--- src/rtl/load_use_hazard_unit_pkg.sv ---
// Shared CPU pipeline definitions used by the load-use hazard unit:
// register-address width, the hard-wired zero register, the hazard
// controller FSM encoding and a bundle type for the pipeline control lines.
package load_use_hazard_unit_pkg;

  localparam int                    REG_ADDR_W = 5;
  localparam logic [REG_ADDR_W-1:0] REG_ZERO   = 5'd0;

  // Hazard controller states.
  typedef enum logic [1:0] {
    ST_RUN      = 2'd0,
    ST_BUBBLE   = 2'd1,
    ST_MEM_WAIT = 2'd2
  } hz_state_e;

  // Per-stage hold/bubble controls driven into the pipeline registers.
  typedef struct packed {
    logic pc_stall;
    logic if_id_stall;
    logic id_ex_bubble;
    logic ex_mem_stall;
    logic mem_wb_stall;
  } pipe_ctrl_t;

  localparam pipe_ctrl_t CTRL_NONE   = '{default: 1'b0};
  // Load-use hazard: hold the front end and push a NOP into EX.
  localparam pipe_ctrl_t CTRL_HAZARD = '{pc_stall: 1'b1, if_id_stall: 1'b1,
                                         id_ex_bubble: 1'b1, ex_mem_stall: 1'b0,
                                         mem_wb_stall: 1'b0};
  // Data memory busy: hold every stage; nothing new enters EX, so no bubble.
  localparam pipe_ctrl_t CTRL_FREEZE = '{pc_stall: 1'b1, if_id_stall: 1'b1,
                                         id_ex_bubble: 1'b0, ex_mem_stall: 1'b1,
                                         mem_wb_stall: 1'b1};

  // A load in EX whose rd feeds the ID instruction. The store-data operand
  // (rs2 of a store) is exempt because MEM-stage forwarding covers it one
  // cycle later; the store address base (rs1) is not exempt.
  function automatic logic load_use_hazard(
    input logic [REG_ADDR_W-1:0] rs1,
    input logic [REG_ADDR_W-1:0] rs2,
    input logic                  uses_rs1,
    input logic                  uses_rs2,
    input logic                  is_store,
    input logic [REG_ADDR_W-1:0] rd,
    input logic                  is_load
  );
    logic rs1_dep;
    logic rs2_dep;
    rs1_dep = uses_rs1 && (rs1 == rd);
    rs2_dep = uses_rs2 && (rs2 == rd) && !is_store;
    return is_load && (rd != REG_ZERO) && (rs1_dep || rs2_dep);
  endfunction

endpackage

--- src/rtl/load_use_hazard_unit_stall_stat_counter.sv ---
// Saturating event counter with enable and synchronous active-low clear.
// Holds at all-ones instead of wrapping so long runs never under-report.
module stall_stat_counter #(
  parameter int WIDTH = 32
) (
  input  logic             clk,
  input  logic             clear_n,
  input  logic             en,
  output logic [WIDTH-1:0] count
);

  logic [WIDTH-1:0] count_q;
  logic [WIDTH-1:0] count_d;

  // Next count: step by one when enabled and not yet saturated.
  always_comb begin
    count_d = count_q;
    if (en && (count_q != {WIDTH{1'b1}})) begin
      count_d = count_q + WIDTH'(1);
    end
  end

  // Count register with synchronous clear.
  always_ff @(posedge clk) begin
    if (!clear_n) begin
      count_q <= '0;
    end else begin
      count_q <= count_d;
    end
  end

  assign count = count_q;

endmodule

--- src/rtl/load_use_hazard_unit.sv ---
// Load-use stall/bubble controller for the 5-stage pipeline.
// Freezes PC and IF/ID and bubbles ID/EX for one cycle when a load in EX
// produces a register the ID instruction needs, freezes the whole pipeline
// while data memory is busy, flags over-long busy periods and keeps
// saturating stall/bubble statistics.
module load_use_hazard_unit
  import load_use_hazard_unit_pkg::*;
#(
  parameter int COUNT_WIDTH  = 32,
  parameter int BUSY_TIMEOUT = 255
) (
  input  logic                   CLK,
  input  logic                   RESET_N,
  input  logic [4:0]             REG_READ_ADDR1_S2,
  input  logic [4:0]             REG_READ_ADDR2_S2,
  input  logic                   USES_RS1_S2,
  input  logic                   USES_RS2_S2,
  input  logic                   STAGE_2_MEM_WRITE,
  input  logic [4:0]             STAGE3_REG_ADDR,
  input  logic                   STAGE_3_MEM_READ,
  input  logic                   BRANCH_FLUSH,
  input  logic                   DATA_MEM_BUSY,
  output logic                   PC_STALL,
  output logic                   IF_ID_STALL,
  output logic                   ID_EX_BUBBLE,
  output logic                   EX_MEM_STALL,
  output logic                   MEM_WB_STALL,
  output logic                   MEM_TIMEOUT,
  output logic [COUNT_WIDTH-1:0] STALL_CYCLES,
  output logic [COUNT_WIDTH-1:0] BUBBLE_COUNT
);

  // Wide enough to hold BUSY_TIMEOUT itself.
  localparam int                BUSY_W     = $clog2(BUSY_TIMEOUT + 1);
  localparam logic [BUSY_W-1:0] BUSY_LIMIT = BUSY_W'(BUSY_TIMEOUT);

  hz_state_e         state_q;
  hz_state_e         state_d;
  logic [BUSY_W-1:0] busy_run_q;
  logic [BUSY_W-1:0] busy_run_d;
  logic              mem_timeout_q;
  logic              mem_timeout_d;
  logic              hz;
  pipe_ctrl_t        ctrl;

  // Raw hazard term; whether it acts depends on state, busy and flush.
  assign hz = load_use_hazard(REG_READ_ADDR1_S2, REG_READ_ADDR2_S2,
                              USES_RS1_S2, USES_RS2_S2, STAGE_2_MEM_WRITE,
                              STAGE3_REG_ADDR, STAGE_3_MEM_READ);

  // Next state and same-cycle pipeline controls, busy > flush > hazard.
  always_comb begin
    // NOTE: every signal assigned here gets a default first, so no path
    // through the if/case can leave one unassigned and infer a latch.
    ctrl    = CTRL_NONE;
    state_d = ST_RUN;
    if (!RESET_N) begin
      // Controls stay quiet while reset is held, whatever the inputs do.
      ctrl    = CTRL_NONE;
      state_d = ST_RUN;
    end else if (DATA_MEM_BUSY) begin
      ctrl    = CTRL_FREEZE;
      state_d = ST_MEM_WAIT;
    end else if (BRANCH_FLUSH) begin
      // The ID instruction is being killed, so its dependency is moot.
      ctrl    = CTRL_NONE;
      state_d = ST_RUN;
    end else begin
      unique case (state_q)
        // Leaving MEM_WAIT behaves like RUN: the stages have just moved,
        // so the hazard is judged against the freshly unfrozen contents.
        ST_RUN, ST_MEM_WAIT: begin
          if (hz) begin
            ctrl    = CTRL_HAZARD;
            state_d = ST_BUBBLE;
          end else begin
            state_d = ST_RUN;
          end
        end
        // The bubble has gone in; the load is now in MEM and forwarding
        // handles the consumer, so do not bubble the same pair twice.
        ST_BUBBLE: begin
          state_d = ST_RUN;
        end
        default: begin
          state_d = ST_RUN;
        end
      endcase
    end
  end

  // Length of the current busy run (saturating) and sticky timeout flag.
  always_comb begin
    busy_run_d = '0;
    if (DATA_MEM_BUSY) begin
      busy_run_d = (busy_run_q == BUSY_LIMIT) ? busy_run_q
                                              : busy_run_q + BUSY_W'(1);
    end
    mem_timeout_d = mem_timeout_q || (busy_run_d == BUSY_LIMIT);
  end

  // FSM, busy-run and timeout registers with synchronous reset.
  always_ff @(posedge CLK) begin
    // NOTE: sequential state uses non-blocking assignments so every flop
    // samples the pre-edge values and ordering between blocks cannot race.
    if (!RESET_N) begin
      state_q       <= ST_RUN;
      busy_run_q    <= '0;
      mem_timeout_q <= 1'b0;
    end else begin
      state_q       <= state_d;
      busy_run_q    <= busy_run_d;
      mem_timeout_q <= mem_timeout_d;
    end
  end

  stall_stat_counter #(
    .WIDTH (COUNT_WIDTH)
  ) u_stall_cycles (
    .clk     (CLK),
    .clear_n (RESET_N),
    .en      (ctrl.pc_stall),
    .count   (STALL_CYCLES)
  );

  stall_stat_counter #(
    .WIDTH (COUNT_WIDTH)
  ) u_bubble_count (
    .clk     (CLK),
    .clear_n (RESET_N),
    .en      (ctrl.id_ex_bubble),
    .count   (BUBBLE_COUNT)
  );

  assign PC_STALL     = ctrl.pc_stall;
  assign IF_ID_STALL  = ctrl.if_id_stall;
  assign ID_EX_BUBBLE = ctrl.id_ex_bubble;
  assign EX_MEM_STALL = ctrl.ex_mem_stall;
  assign MEM_WB_STALL = ctrl.mem_wb_stall;
  assign MEM_TIMEOUT  = mem_timeout_q;

endmodule

--- config.mk ---
export PLATFORM = sky130hd
export DESIGN_NAME = load_use_hazard_unit
export DESIGN_NICKNAME = d
export VERILOG_FILES = /design/src/rtl/load_use_hazard_unit_pkg.sv /design/src/rtl/load_use_hazard_unit_stall_stat_counter.sv /design/src/rtl/load_use_hazard_unit.sv
export SDC_FILE = /design/constraint.sdc
export NUM_CORES = 1
export LEC_CHECK = 0
export BUFFER_PORTS_ARGS = -buffer_cell sky130_fd_sc_hd__buf_2
export CAP_MARGIN = 20
export CORE_ASPECT_RATIO = 1.4
export CORE_UTILIZATION = 49
export DETAILED_ROUTE_END_ITERATION = 10
export PLACE_DENSITY = 0.77
export SYNTH_ARGS = -nofsm -noshare
export SYNTH_HDL_FRONTEND = slang
export SYNTH_SLANG_ARGS = --single-unit
--- constraint.sdc ---
create_clock -name CLK -period 2 [get_ports CLK]
set_clock_uncertainty 0.05 [all_clocks]
set_input_delay 0.2 -clock CLK [delete_from_list [all_inputs] [get_ports CLK]]
set_output_delay 0.2 -clock CLK [all_outputs]
set_load 0.05 [all_outputs]
==> metrics.csv <==
stage;metric;value;unit
die;die_w;77.7;um
finish;area_delta_synth_final;42.2;%
placement;io_buffers;92;
global_route;grt_pass1_wl;18000;um
timing;drv_slew;0;
synth;synth-simple-area-share;33.2;%
synth;syn_inst;485;
timing;timing.final.ws_setup;-0.116;ns
power;power.share.switching;25.0;%
finish;fillCellCount;602;
flow_run;maxCapViolCount;0;
finish;final_common_cell;buf_2;
global_route;track_usage;26.8;%
clock_tree;clkSinkCount;74;
global_route;grt_max_degree;26;
power;pwr-share-seq;55.0;%
die;rows;38;
synth;synth-compound-area-share;16.7;%
die;core-area;7750;sq um
finish;multi_input_area;2460;sq um
synth;syn_avg_cell_area;8.11;sq um
synth;yosysWarnings;0;
hold_path;hp-class;input port to flop;
synth;synth-seq-cells;74;
die;die-area;8400;sq um
power;power_density;467;nW/um^2
placement;dp_hpwl;8310;um
power;p_leak;2.19;nW
timing;setup_viol_count_final;9;
finish;final_cell_mix;buf_2 (91), buf_4 (78), nand2_1 (53), a21oi_1 (43), dfxtp_4 (30);
timing;worst_pin_slew;0.436;ns
timing;fin_crit;2.12;ns
hold_path;min_delay_path_depth;3;
power;p_int;1.96;mW
power;p_sw;0.654;mW
synth;synthMuxAreaShare;3.34;%
power;power.share.clock;37.7;%
outcome;violations;setup timing;
synth;synth-xor-area-share;3.56;%
die;io_pins;93;
finish;diodes;0;
finish;nets;681;
power;total_power;2.61;mW
critical_path;reg2reg_depth;7;
drt;post_drt_wl_per_cell;15.2;um
drt;firstDrtPassIters;5;
clock_tree;cts_tree;done;
power;pwr-share-comb;7.3;%
power;vdd_ir_drop_max;0.000314;V
critical_path;end_kind;flop;
global_route;grt-ovfl-total;0;
synth;synth_top_family_by_area;simple AND/OR/NAND/NOR gates;
clock_tree;cts_htree_levels;3;
clock_tree;clk_latency;0.35;ns
outcome;status;finished with violations;
synth;async_flop_share;0;%
critical_path;worstSetupPathType;flop to flop;
placement;place_congestion;0.889;
finish;register_area;1630;sq um
die;dieHeight;108;um
drt;wirelength;11500;um
drt;drt_iter0_markers;236;
clock_tree;clockRootBuffer;clkbuf_8;
global_route;antenna_found_initial;0;
die;initial_core_util;50.8;%
clock_tree;cts.path.max_buffers;2;
clock_tree;path_clk_slew;0.07;ns
critical_path;required;2.22;ns
finish;final_layout_size_suffix_gt1_share;45.9;%
timing;rsz0062_at_grt;true;
timing;whs;0.207;ns
timing;hold_violations;0;
synth;synthAdderAreaFrac;0.954;%
timing;max_clock_freq;473;MHz
drt;ant_nets;0;
synth;syn-cell-area;3930;sq um
timing;relSlewSlack;70.8;%
global_route;grt_pass1_vias;4167;
clock_tree;cts_made_buffers;9;
clock_tree;cts_hold_buffers;0;
timing;fin_crit_sh;106;%
critical_path;critPathArrivalTime;2.34;ns
synth;yosysSeqAreaShare;37.7;%
drt;drc;0;
synth;synth_cell_types;55;
critical_path;critPathLaunchType;flop;
drt;dr_total_vias;4373;
synth;synth_flop_cell;dfxtp_1;
critical_path;worst-path-max-fanout;6;
synth;synthesis.nets;511;
drt;vias_per_cell;5.75;
synth;synth_enable_flop_cells;0;
-- flip-flops by register name, summed over array words and instances, names as in the netlist --
| signal | cells |
|---|---|
| u_bubble_count.count | 32 |
| busy_run_q | 8 |
| u_stall_cycles.count | 32 |
| MEM_TIMEOUT | 1 |
| state_q | 1 |
-- area by class of cell --
class | instances | share of cell area, %
repair buffers | 178 | 20.8
clock buffers | 15 | 2.62
well taps | 100 | 2.24
flip-flops and latches | 74 | 29.1
multi-input cells | 375 | 43.9
inverters | 17 | 1.14
clock inverters | 1 | 0.0895
-- power groups by stage --
stage          Combinational, mW  Sequential [mW]  Clock [mW]
2_1_floorplan              0.106             1.48           0
3_3_place_gp               0.176             1.47           0
3_5_place_dp               0.181             1.47           0
4_1_cts                    0.182             1.44        1.01
5_1_grt                    0.203             1.44        1.07
6_report                   0.190             1.44       0.985
-- worst max-delay path: stages, from the launching register on --
cell and delay, ns:
dfxtp_4 0.38, nand4_4 0.11, or4_4 0.50, or3_4 0.43, nand4_1 0.21, buf_4 0.16, o31ai_2 0.06, a21oi_1 0.14
-- metrics by stage --
stage / setup TNS (ns) / std cells / area [sq um] / util, % / setup WS (ns)
6_report: -0.351 / 760 / 5590 / 72.2 / -0.116
3_3_place_gp: -0.597 / 731 / 5170 / 66.7 / -0.0475
4_1_cts: -0.134 / 750 / 5380 / 69.4 / -0.0549
5_1_grt: -1.36 / 760 / 5590 / 72.2 / -0.220
3_5_place_dp: -2.63 / 731 / 5170 / 66.7 / -0.152
2_1_floorplan: -0.242 / 485 / 4120 / - / -0.0437
-- kinds of logic after synthesis --
family,count (synthesis)
compound gates,107
mux,13
simple gates,235
fa+ha+maj,3
flops,74
xor+xnor,16
buf+inv,37
-- what timing repair did --
action                                  4_1_cts  5_1_grt
gates cloned                                  0        1
buffers inserted                              3        9
pin swaps                                     5       21
endpoints found under the setup margin       18       38
gates resized for setup                       8       28
-- final timing paths --
path	to	start	slack [ns]
worst min-delay path	busy_run_q[7]	DATA_MEM_BUSY	0.21
worst max register to register	u_bubble_count.count[25]	u_bubble_count.count[22]	-0.12
worst max-delay path	u_bubble_count.count[25]	u_bubble_count.count[22]	-0.12
worst min register to register	u_stall_cycles.count[4]	u_stall_cycles.count[4]	0.42
-- synthesized netlist by cell type (all sizes together), types with 4 or more instances --
| library cell | number | share of area [%] |
|---|---|---|
| nand2 | 55 | 5.2 |
| or3 | 30 | 5.1 |
| and2 | 4 | 0.64 |
| o31ai | 16 | 3.1 |
| nand3 | 30 | 3.9 |
| nand4 | 25 | 4.7 |
| o21ai | 31 | 4.3 |
| buf | 11 | 2.2 |
| or4 | 18 | 3.7 |
| nor2 | 30 | 3.1 |
| clkbuf | 9 | 0.86 |
| a21oi | 47 | 6.4 |
| and3 | 9 | 1.4 |
| xnor2 | 13 | 2.9 |
| mux2i | 12 | 3.1 |
| inv | 16 | 1.5 |
| nand2b | 8 | 1.3 |
| dfxtp | 74 | 38 |
| nor4 | 5 | 0.80 |
| nor3 | 13 | 1.8 |
-- routing by layer --
| layer | vias up | GRT usage (%) | routed length [um] |
|---|---|---|---|
| met1 | 2064 | 28.6 | 4520 |
| met4 | 0 | 13.9 | 339 |
| met2 | 146 | 49.8 | 6150 |
| met3 | 30 | 4.98 | 535 |
| met5 | - | 0 | 0 |
| li1 | 2133 | - | - |
Power figures use the tool's default switching activity.
